### src/rtl/cc_stream_tx.sv
// Atlas-bus C&C serializer: takes parallel words over valid/ready and shifts one word
// per CLRCLK frame onto CC, MSB first, one bit per synchronized CBCLK falling edge.
module cc_stream_tx #(
  parameter int BITS   = 59,
  parameter bit REPEAT = 1'b1
) (
  input  logic            CLK_MCLK,
  input  logic            reset,
  input  logic            CBCLK,
  input  logic            CLRCLK,
  input  logic [BITS-1:0] cc_data,
  input  logic            cc_valid,
  output logic            cc_ready,
  output logic            CC,
  output logic            frame_start,
  output logic            busy,
  output logic            frame_err
);

  localparam int            CW       = $clog2(BITS + 1);
  localparam logic [CW-1:0] LAST_CNT = CW'(BITS - 1);

  typedef enum logic [1:0] {S_IDLE, S_SHIFT, S_DONE} state_t;

  state_t            state_q, state_d;
  logic [2:0]        cb_sync_q, lr_sync_q;
  logic [BITS-1:0]   shift_q, shift_d;
  logic [CW-1:0]     bit_cnt_q, bit_cnt_d;
  logic [BITS-1:0]   hold_q, hold_d;
  logic              hold_full_q, hold_full_d;
  logic [BITS-1:0]   last_q, last_d;
  logic              cc_q, cc_d;
  logic              ready_q, ready_d;
  logic              fs_q, fs_d;
  logic              busy_q, busy_d;
  logic              err_q, err_d;

  logic              cb_fall, lr_fall;
  logic              load, bypass;
  logic [BITS-1:0]   commit_word;

  // [0],[1] form the 2-FF synchronizer; [2] is the previous synced level for edge detect
  always_ff @(posedge CLK_MCLK) begin
    if (reset) begin
      cb_sync_q <= '0;
      lr_sync_q <= '0;
    end else begin
      cb_sync_q <= {cb_sync_q[1:0], CBCLK};
      lr_sync_q <= {lr_sync_q[1:0], CLRCLK};
    end
  end

  assign cb_fall = cb_sync_q[2] & ~cb_sync_q[1];
  assign lr_fall = lr_sync_q[2] & ~lr_sync_q[1];

  assign load   = cc_valid & ready_q;
  assign bypass = lr_fall & ~hold_full_q & cc_valid;

  always_comb begin
    commit_word = REPEAT ? last_q : '0;
    if (hold_full_q)   commit_word = hold_q;
    else if (cc_valid) commit_word = cc_data;
  end

  always_ff @(posedge CLK_MCLK) begin
    if (reset) state_q <= S_IDLE;
    else       state_q <= state_d;
  end

  always_comb begin
    state_d = state_q;
    if (lr_fall) begin
      state_d = (cb_fall && BITS == 1) ? S_DONE : S_SHIFT;
    end else if (cb_fall) begin
      case (state_q)
        S_SHIFT: if (bit_cnt_q == LAST_CNT) state_d = S_DONE;
        S_DONE:  state_d = S_IDLE;
        default: state_d = state_q;
      endcase
    end
  end

  always_comb begin
    shift_d     = shift_q;
    bit_cnt_d   = bit_cnt_q;
    hold_d      = hold_q;
    hold_full_d = hold_full_q;
    last_d      = last_q;
    cc_d        = cc_q;
    fs_d        = 1'b0;
    err_d       = 1'b0;

    if (load && !bypass) begin
      hold_d      = cc_data;
      hold_full_d = 1'b1;
    end

    if (lr_fall) begin
      // a new frame always wins; an unfinished SHIFT is abandoned and flagged
      err_d       = (state_q == S_SHIFT);
      fs_d        = 1'b1;
      last_d      = commit_word;
      hold_full_d = 1'b0;
      if (cb_fall) begin
        cc_d      = commit_word[BITS-1];
        shift_d   = commit_word << 1;
        bit_cnt_d = CW'(1);
      end else begin
        shift_d   = commit_word;
        bit_cnt_d = '0;
      end
    end else if (cb_fall) begin
      case (state_q)
        S_SHIFT: begin
          cc_d      = shift_q[BITS-1];
          shift_d   = shift_q << 1;
          bit_cnt_d = bit_cnt_q + CW'(1);
        end
        default: cc_d = 1'b0;
      endcase
    end

    ready_d = ~hold_full_d;
    busy_d  = (state_d == S_SHIFT);
  end

  always_ff @(posedge CLK_MCLK) begin
    if (reset) begin
      shift_q     <= '0;
      bit_cnt_q   <= '0;
      hold_q      <= '0;
      hold_full_q <= 1'b0;
      last_q      <= '0;
      cc_q        <= 1'b0;
      ready_q     <= 1'b1;
      fs_q        <= 1'b0;
      busy_q      <= 1'b0;
      err_q       <= 1'b0;
    end else begin
      shift_q     <= shift_d;
      bit_cnt_q   <= bit_cnt_d;
      hold_q      <= hold_d;
      hold_full_q <= hold_full_d;
      last_q      <= last_d;
      cc_q        <= cc_d;
      ready_q     <= ready_d;
      fs_q        <= fs_d;
      busy_q      <= busy_d;
      err_q       <= err_d;
    end
  end

  assign cc_ready    = ready_q;
  assign CC          = cc_q;
  assign frame_start = fs_q;
  assign busy        = busy_q;
  assign frame_err   = err_q;

endmodule

### config.mk
export PLATFORM = sky130hd
export DESIGN_NAME = cc_stream_tx
export DESIGN_NICKNAME = d
export VERILOG_FILES = /design/src/rtl/cc_stream_tx.sv
export SDC_FILE = /design/constraint.sdc
export NUM_CORES = 1
export LEC_CHECK = 0
export CAP_MARGIN = 0
export CORE_ASPECT_RATIO = 1.75
export CORE_UTILIZATION = 60
export DETAILED_ROUTE_END_ITERATION = 8
export GPL_TIMING_DRIVEN = 0
export PLACE_DENSITY = 0.89
export SYNTH_ARGS = -nofsm -noshare
export SYNTH_HDL_FRONTEND = slang
export SYNTH_SLANG_ARGS = --single-unit
export TNS_END_PERCENT = 30
### constraint.sdc
create_clock -name CLK_MCLK -period 2.65 [get_ports CLK_MCLK]
set_input_delay 0.3975 -clock CLK_MCLK [delete_from_list [all_inputs] [get_ports CLK_MCLK]]
set_output_delay 0.3975 -clock CLK_MCLK [all_outputs]
set_load 0.005 [all_outputs]
# --- After elaboration in Yosys (flattened, before gate mapping) ---
# Index checks and enable logic that the tools add are counted.
op_classes:
  n_addsub: 1
  eq_ne: 4
  muxes: 21
  bitwise: 10
  n_reduce_logical: 6
ops:
  columns: ["op", "n"]
  rows:
  - ["59-bit 2-to-1 mux", 6]
  - ["6-bit 2-to-1 mux", 3]
  - ["1-bit 2-to-1 mux", 8]
  - ["6-bit by 1-bit adder with 6-bit output, second input constant", 1]
  - ["6-bit equality test, second input constant", 1]
  - ["2-bit 2-to-1 mux", 3]
  - ["1-bit AND", 5]
  - ["1-bit inverter", 5]
  - ["2-bit by 1-bit equality test with 1-bit output, second input constant", 2]
  - ["2-bit case mux with 2 select lines", 1]
  - ["2-bit nonzero test", 2]
  - ["2-bit equality test, second input constant", 1]
  - ["2-bit AND reduction", 1]
  - ["2-bit OR reduction", 1]
  - ["1-bit logical AND", 1]
  - ["1-bit logical NOT", 1]
totals:
  reg_bits: 197
  in_bits: 64
  out_inout_bits: 5

# --- Longest topological paths before layout ---
# Gate-level depths: netlist of the first run.
logic_depth:
  word_depth: 9
  mapped_depth: 8

# --- Least setup slack after synthesis of the first run ---
# OpenSTA, ideal clock, no wires.
synth_timing:
  kind: "reg2reg"
  startpoint: "reg state_q[1]"
  endpoint: "reg shift_q[1]"
  setup_time_ps: 139
  arrival_ps: 1346
  t_required_ps: 2511
  path_slack_ps: 1165
  stages_incl_launch_ff: 8
  cell_sequence: "dfxtp_1 > inv_1 > ha_1 > nand3b_1 > buf_4 > buf_2 > mux2i_1 > a211oi_2"
synth_via:
  elab_chain_cells: 3
synth_rtl:
  columns: ["element", "line_no", "source"]
  rows:
  - ["from (decl)", "25", "state_t state_q, state_d;"]
  - ["from (signal assigned)", "67", "else state_q <= state_d;"]
  - ["2-bit by 1-bit equality test with 1-bit output", "113", "case (state_q)"]
  - ["2-bit nonzero test (no source line)", null, null]
  - ["2-bit AND reduction (no source line)", null, null]
  - ["to (signal assigned)", "140", "shift_q <= shift_d;"]
  - ["to (decl)", "27", "logic [BITS-1:0] shift_q, shift_d;"]
# No other way between the ends.
# A chain may end at the register's enable or synchronous reset.

# --- Worst setup path after layout of the first run ---
layout_timing:
  startpoint: "reg state_q[1]"
  endpoint: "reg shift_q[19]"
# Same word-level chain as after synthesis.

==> flow_metrics.env, run 1 <==
export IMPL_numCtsBuffers=17
export IMPL_routabilityCongestion=0.930
export IMPL_final_common_cell="nand2_1"
export IMPL_cts_tree="built"
export IMPL_die_x_um=95.1
export IMPL_critPathMaxStageDelay_ps=350
export IMPL_die_y_um=165
export IMPL_wl_per_cell_um=17.5
export IMPL_setup_tns_ps=0
export IMPL_syn_num_nets=1129
export IMPL_dieArea_um2=15700
export IMPL_ys_ff_latch=197
export IMPL_postCtsSetupBuffers=0
export IMPL_drc=0
export IMPL_grt_util_all_layers_pct=30.9
export IMPL_seq_power_share_pct=49.1
export IMPL_max_freq_ghz=0.550
export IMPL_htreeDepth=4
export IMPL_diodes=0
export IMPL_setup_viol=0
export IMPL_drt_iter0_drc=589
export IMPL_synth_edf_count=0
export IMPL_p_leak_nw=4.18
export IMPL_clk_latency_ps=430
export IMPL_hold_violations=0
export IMPL_p_int_mw=4.65
export IMPL_synthXorXnorAreaFrac_pct=0.385
export IMPL_startpoint_type="flip-flop"
export IMPL_drive_gt1_share_pct=13.4
export IMPL_synth_compound_area_share_pct=22.6
export IMPL_path_cells="inv_1, ha_1, nand3b_1, buf_4, buf_2, mux2i_1, a211oi_2"
export IMPL_layout_common_cells="nand2_1 (298), dfxtp_1 (197), a21oi_1 (123)"
export IMPL_coreArea_um2=14800
export IMPL_vias=8123
export IMPL_synth_top_family_by_area="compound AO/OA/AOI/OAI gates"
export IMPL_multi_input_area_um2=4610
export IMPL_register_area_um2=3940
export IMPL_min_to="frame_start"
export IMPL_synth_distinct_cells=43
export IMPL_wl_mm=23.5
export IMPL_grt_max_degree=18
export IMPL_synth_warning_count=0
export IMPL_vdd_ir_drop_max_mv=0.359
export IMPL_worst_slew_margin_rel_pct=49.2
export IMPL_clockBufferDepth=2
export IMPL_synth_cell_area_um2=9100
export IMPL_cts_root_buf="clkbuf_16"
export IMPL_synthAdderAreaFrac_pct=0.412
export IMPL_antenna_found_initial=0
export IMPL_grt_pass1_vias=8007
export IMPL_drtAntennaViolNets=0
export IMPL_hold_buffers=0
export IMPL_path_clk_slew_ps=70
export IMPL_r2r_end="shift_q[19]"
export IMPL_cp_max_fo=10
export IMPL_ff2ff_setup_slack_ps=830
export IMPL_crit_type="flip-flop to flip-flop"
export IMPL_grt_ovfl_total=0
export IMPL_fp_row_count=59
export IMPL_ys_flop_type="dfxtp_1"
export IMPL_required_ps=2940
export IMPL_cts_resized=0
export IMPL_clkPwrFrac_pct=38.5
export IMPL_power_per_cell_area_nw_per_um2=604
export IMPL_p_comb_share_pct=12.4
export IMPL_ys_async_sr_fraction_pct=0
export IMPL_worstHoldPathCells=2
export IMPL_avgViaCountPerCell=6.05
export IMPL_clkSinkCount=197
export IMPL_synthMuxAreaShare_pct=12.8
export IMPL_period_minus_slack_ps=1820
export IMPL_grt_pass1_wl_mm=37.8
export IMPL_finClkSkew_ps=10.4
export IMPL_worst_slew_pin_slew_ps=761
export IMPL_cp_slowest_cell="dfxtp_1"
export IMPL_r2r_start="state_q[1]"
export IMPL_swShare_pct=27.0
export IMPL_cap_violations=0
export IMPL_period_share_pct=68.7
export IMPL_hp_start="reset"
export IMPL_crit_buf_inv=3
export IMPL_hold_path_class="input port to flip-flop"
export IMPL_top_level_ports=69
export IMPL_fillers=1089
export IMPL_cp_top_family="buffers and inverters"
export IMPL_slew_viol_final=0
export IMPL_crit_arrival_ps=2110
export IMPL_status="finished clean"
export IMPL_synthSimpleGateAreaFrac_pct=14.5
export IMPL_rsz0062_at_grt="false"
export IMPL_drt_first_pass_iters=6
export IMPL_area_growth_syn_to_layout_pct=15.8
export IMPL_place_hpwl_mm=15.9
export IMPL_synth_seq_area_share_pct=43.3
export IMPL_r2r_cells=7
export IMPL_initial_core_util_pct=61.3
export IMPL_end_kind="flip-flop"
export IMPL_io_buffers=66
export IMPL_fin_nets=1214
export IMPL_fin_util_pct=71.0
export IMPL_syn_area_per_cell_um2=8.57
export IMPL_power_switching_mw=1.72
export IMPL_syn_inst=1062
-- area by class of cell --
type	instances	share of cell area [%]
Buffer	94	5.09
Inverter	3	0.107
Timing Repair Buffer	66	6.27
Multi-Input combinational cell	768	43.7
Clock inverter	13	0.926
Clock buffer	19	4.30
Tap cell	183	2.17
Sequential cell	197	37.4
-- cells by family (layout without fill, tap and decap cells) --
logic type / count (synthesis) / in the layout
fa+ha+maj: 3 / 3
buf+inv: 97 / 195
mux: 116 / 116
xor+xnor: 4 / 4
compound gates: 309 / 309
flops: 197 / 197
simple gates: 336 / 336
-- state kept, by name, indices dropped and copies added, names as in the netlist, 2 cells and up --
| register | count |
|---|---|
| bit_cnt_q | 6 |
| lr_sync_q | 3 |
| last_q | 59 |
| state_q | 2 |
| hold_q | 59 |
| shift_q | 59 |
| cb_sync_q | 3 |
-- synth_stat cells (3+ instances only) --
cell	count	area [um^2]
buf_4	12	90.1
o21ai_1	4	20.0
nand2b_1	3	18.8
a21oi_1	123	616
buf_2	29	145
dfxtp_1	197	3940
buf_6	11	124
a211oi_1	50	375
o21ai_2	55	482
nand3_1	3	15.0
nor2_1	12	45.0
ha_1	3	37.5
clkbuf_1	35	131
buf_1	3	11.3
nor3_1	5	25.0
o22ai_1	57	357
nor2b_1	8	50.1
mux2i_1	116	1160
a211oi_2	9	113
nand2_1	298	1120
-- power by group through the flow --
stage	Sequential, mW	Clock, mW	Combinational (mW)
finish	3.13	2.45	0.789
detailed placement	3.19	0	0.769
CTS	3.12	2.45	0.781
global route	3.14	2.58	0.848
global placement	3.19	0	0.755
floorplan	3.18	0	0.509
-- stage by stage --
step           setup WS (ps)  std cells  total power [mW]  hold slack (ps)  area [um^2]
6_report                 831       1343              6.36              325        10500
5_1_grt                  737       1343              6.56              350        10500
4_1_cts                  869       1343              6.36              321        10500
3_5_place_dp             915       1311              3.96              425         9990
3_3_place_gp             961       1311              3.94              418         9990
2_1_floorplan           1160       1062              3.68              414         9100
-- metal layers --
metal	GRT usage (%)	vias to the layer above	share of wire (%)
met2	56.3	276	54
li1	-	3883	-
met3	5.48	71	4.6
met1	32.9	3893	38
met5	0	-	0
met4	16.3	0	3.5
-- worst max path at each step --
| stage | startpoint | end | slack, ps | cells after the start |
|---|---|---|---|---|
| final | state_q[1] | shift_q[19] | 830 | 7 |
| after global placement | reset | hold_q[46] | 960 | 4 |
| after CTS | state_q[1] | shift_q[19] | 870 | 7 |
| after detailed placement | state_q[1] | shift_q[20] | 920 | 7 |
| after floorplan | state_q[1] | shift_q[1] | 1160 | 7 |
| after global routing | state_q[1] | shift_q[50] | 740 | 7 |
(Power assumes the default switching activity.)
==> inputs of run 2 (changes only) <==
CORE_UTILIZATION = 59   (was 60)
PLACE_DENSITY = 0.87   (was 0.89)
clock period = 1.8 ns   (was 2.65 ns; I/O delays follow)
==> run 2 against run 1 <==
  * Global-route usage down 0.75 points
  * Fmax up 5.5%
  * Total power is 52% higher
  * Clock-buffer cell count fell by 1
  * Highest routed layer unchanged
==> flow_metrics.env, run 2 (synthesis results as in run 1) <==
export IMPL_status="finished clean"
export IMPL_routabilityCongestion=0.898
export IMPL_r2r_start="hold_full_q"
export IMPL_startpoint="hold_full_q"
export IMPL_drt_iter0_drc=545
export IMPL_avgViaCountPerCell=5.99
export IMPL_cp_common_cell="buf_4"
export IMPL_grt_pass1_wl_mm=37.8
export IMPL_top_level_ports=69
export IMPL_grt_max_degree=19
export IMPL_grt_util_all_layers_pct=30.1
export IMPL_wl_mm=23.1
export IMPL_drive_gt1_share_pct=13.6
export IMPL_worst_slew_margin_rel_pct=47.7
export IMPL_multi_input_area_um2=4620
export IMPL_drc=0
export IMPL_area_growth_syn_to_layout_pct=16.5
export IMPL_startpoint_type="flip-flop"
export IMPL_grt_ovfl_total=0
export IMPL_crit_buf_inv=3
export IMPL_setup_tns_ps=0
export IMPL_cp_max_fo=10
export IMPL_diodes=0
export IMPL_hold_violations=0
export IMPL_vdd_ir_drop_max_mv=0.665
export IMPL_slew_viol_final=0
export IMPL_place_hpwl_mm=15.8
export IMPL_io_buffers=66
export IMPL_register_area_um2=3940
export IMPL_vias=8046
export IMPL_finClkSkew_ps=12.5
export IMPL_cts_root_buf="clkbuf_16"
export IMPL_required_ps=2170
export IMPL_drtAntennaViolNets=0
export IMPL_htreeDepth=4
export IMPL_wl_per_cell_um=17.2
export IMPL_power_per_cell_area_nw_per_um2=914
export IMPL_layout_common_cells="nand2_1 (298), dfxtp_1 (197), a21oi_1 (123)"
export IMPL_die_y_um=166
export IMPL_drt_first_pass_iters=6
export IMPL_crit_arrival_ps=2090
export IMPL_fin_nets=1214
export IMPL_worst_slew_pin_slew_ps=784
export IMPL_dieArea_um2=15900
export IMPL_antenna_found_initial=0
export IMPL_period_share_pct=95.8
export IMPL_hp_start="reset"
export IMPL_final_common_cell="nand2_1"
export IMPL_die_x_um=95.9
export IMPL_coreArea_um2=15000
export IMPL_period_minus_slack_ps=1720
export IMPL_crit_type="flip-flop to flip-flop"
export IMPL_path_cells="buf_4, o211a_1, buf_4, buf_4, nand2_1, a21oi_1"
export IMPL_initial_core_util_pct=60.7
export IMPL_path_clk_slew_ps=70
export IMPL_cts_tree="built"
export IMPL_fillers=1116
export IMPL_cap_violations=0
export IMPL_cp_top_family="buffers and inverters"
export IMPL_reg_largest_list="hold_q (59), last_q (59), shift_q (59)"
export IMPL_hold_path_class="input port to flip-flop"
export IMPL_fin_util_pct=70.8
export IMPL_cp_slowest_cell="dfxtp_1"
export IMPL_p_leak_nw=4.21
export IMPL_numCtsBuffers=17
export IMPL_clockBufferDepth=2
export IMPL_critPathMaxStageDelay_ps=370
export IMPL_max_freq_ghz=0.580
export IMPL_end_kind="flip-flop"
export IMPL_clkSinkCount=197
export IMPL_hold_buffers=0
export IMPL_fp_row_count=59
export IMPL_setup_viol=0
export IMPL_clk_latency_ps=440
export IMPL_grt_pass1_vias=8056
run 2: repair_timing:
| action | 4_1_cts | 5_1_grt |
|---|---|---|
| resized for setup | 0 | 4 |
| setup endpoints to repair | 0 | 28 |
| setup buffers | 0 | 0 |
run 2: area by class of cell:
class,instances,area share [%]
Buffer,94,5.10
Clock inverter,14,1.55
Clock buffer,18,4.14
Inverter,3,0.106
Multi-Input combinational cell,768,43.5
Timing Repair Buffer,66,6.23
Sequential cell,197,37.2
Tap cell,183,2.16
run 2: stage by stage:
step	hold WS, ps	instances	worst slack, ps	power (mW)	area [um^2]
global placement	420	1311	150	5.80	9990
floorplan	398	1062	315	5.42	9100
finish	179	1343	75.3	9.69	10600
global route	200	1343	-2.64	10.0	10600
detailed placement	428	1311	101	5.83	9990
CTS	171	1343	42.7	9.69	10600
run 2: path summary, 6_finish.rpt:
kind                            slack, ps  cells after the start            to
worst max register to register         80                      6    hold_q[48]
worst min-delay path                  180                      2   frame_start
worst max-delay path                   80                      6    hold_q[48]
worst min register to register        440                      1  lr_sync_q[1]
run 2: layer usage:
metal,GRT usage (%),wire length (um)
met1,34.0,9030
met2,53.8,12400
met3,4.67,998
met4,14.2,631
met5,0,0
run 2: where the power goes:
| group | total, mW | internal (mW) | switching [mW] |
|---|---|---|---|
| clock | 3.94 | 2.13 | 1.81 |
| combinational | 1.15 | 0.463 | 0.689 |
| sequential | 4.60 | 4.51 | 0.0842 |
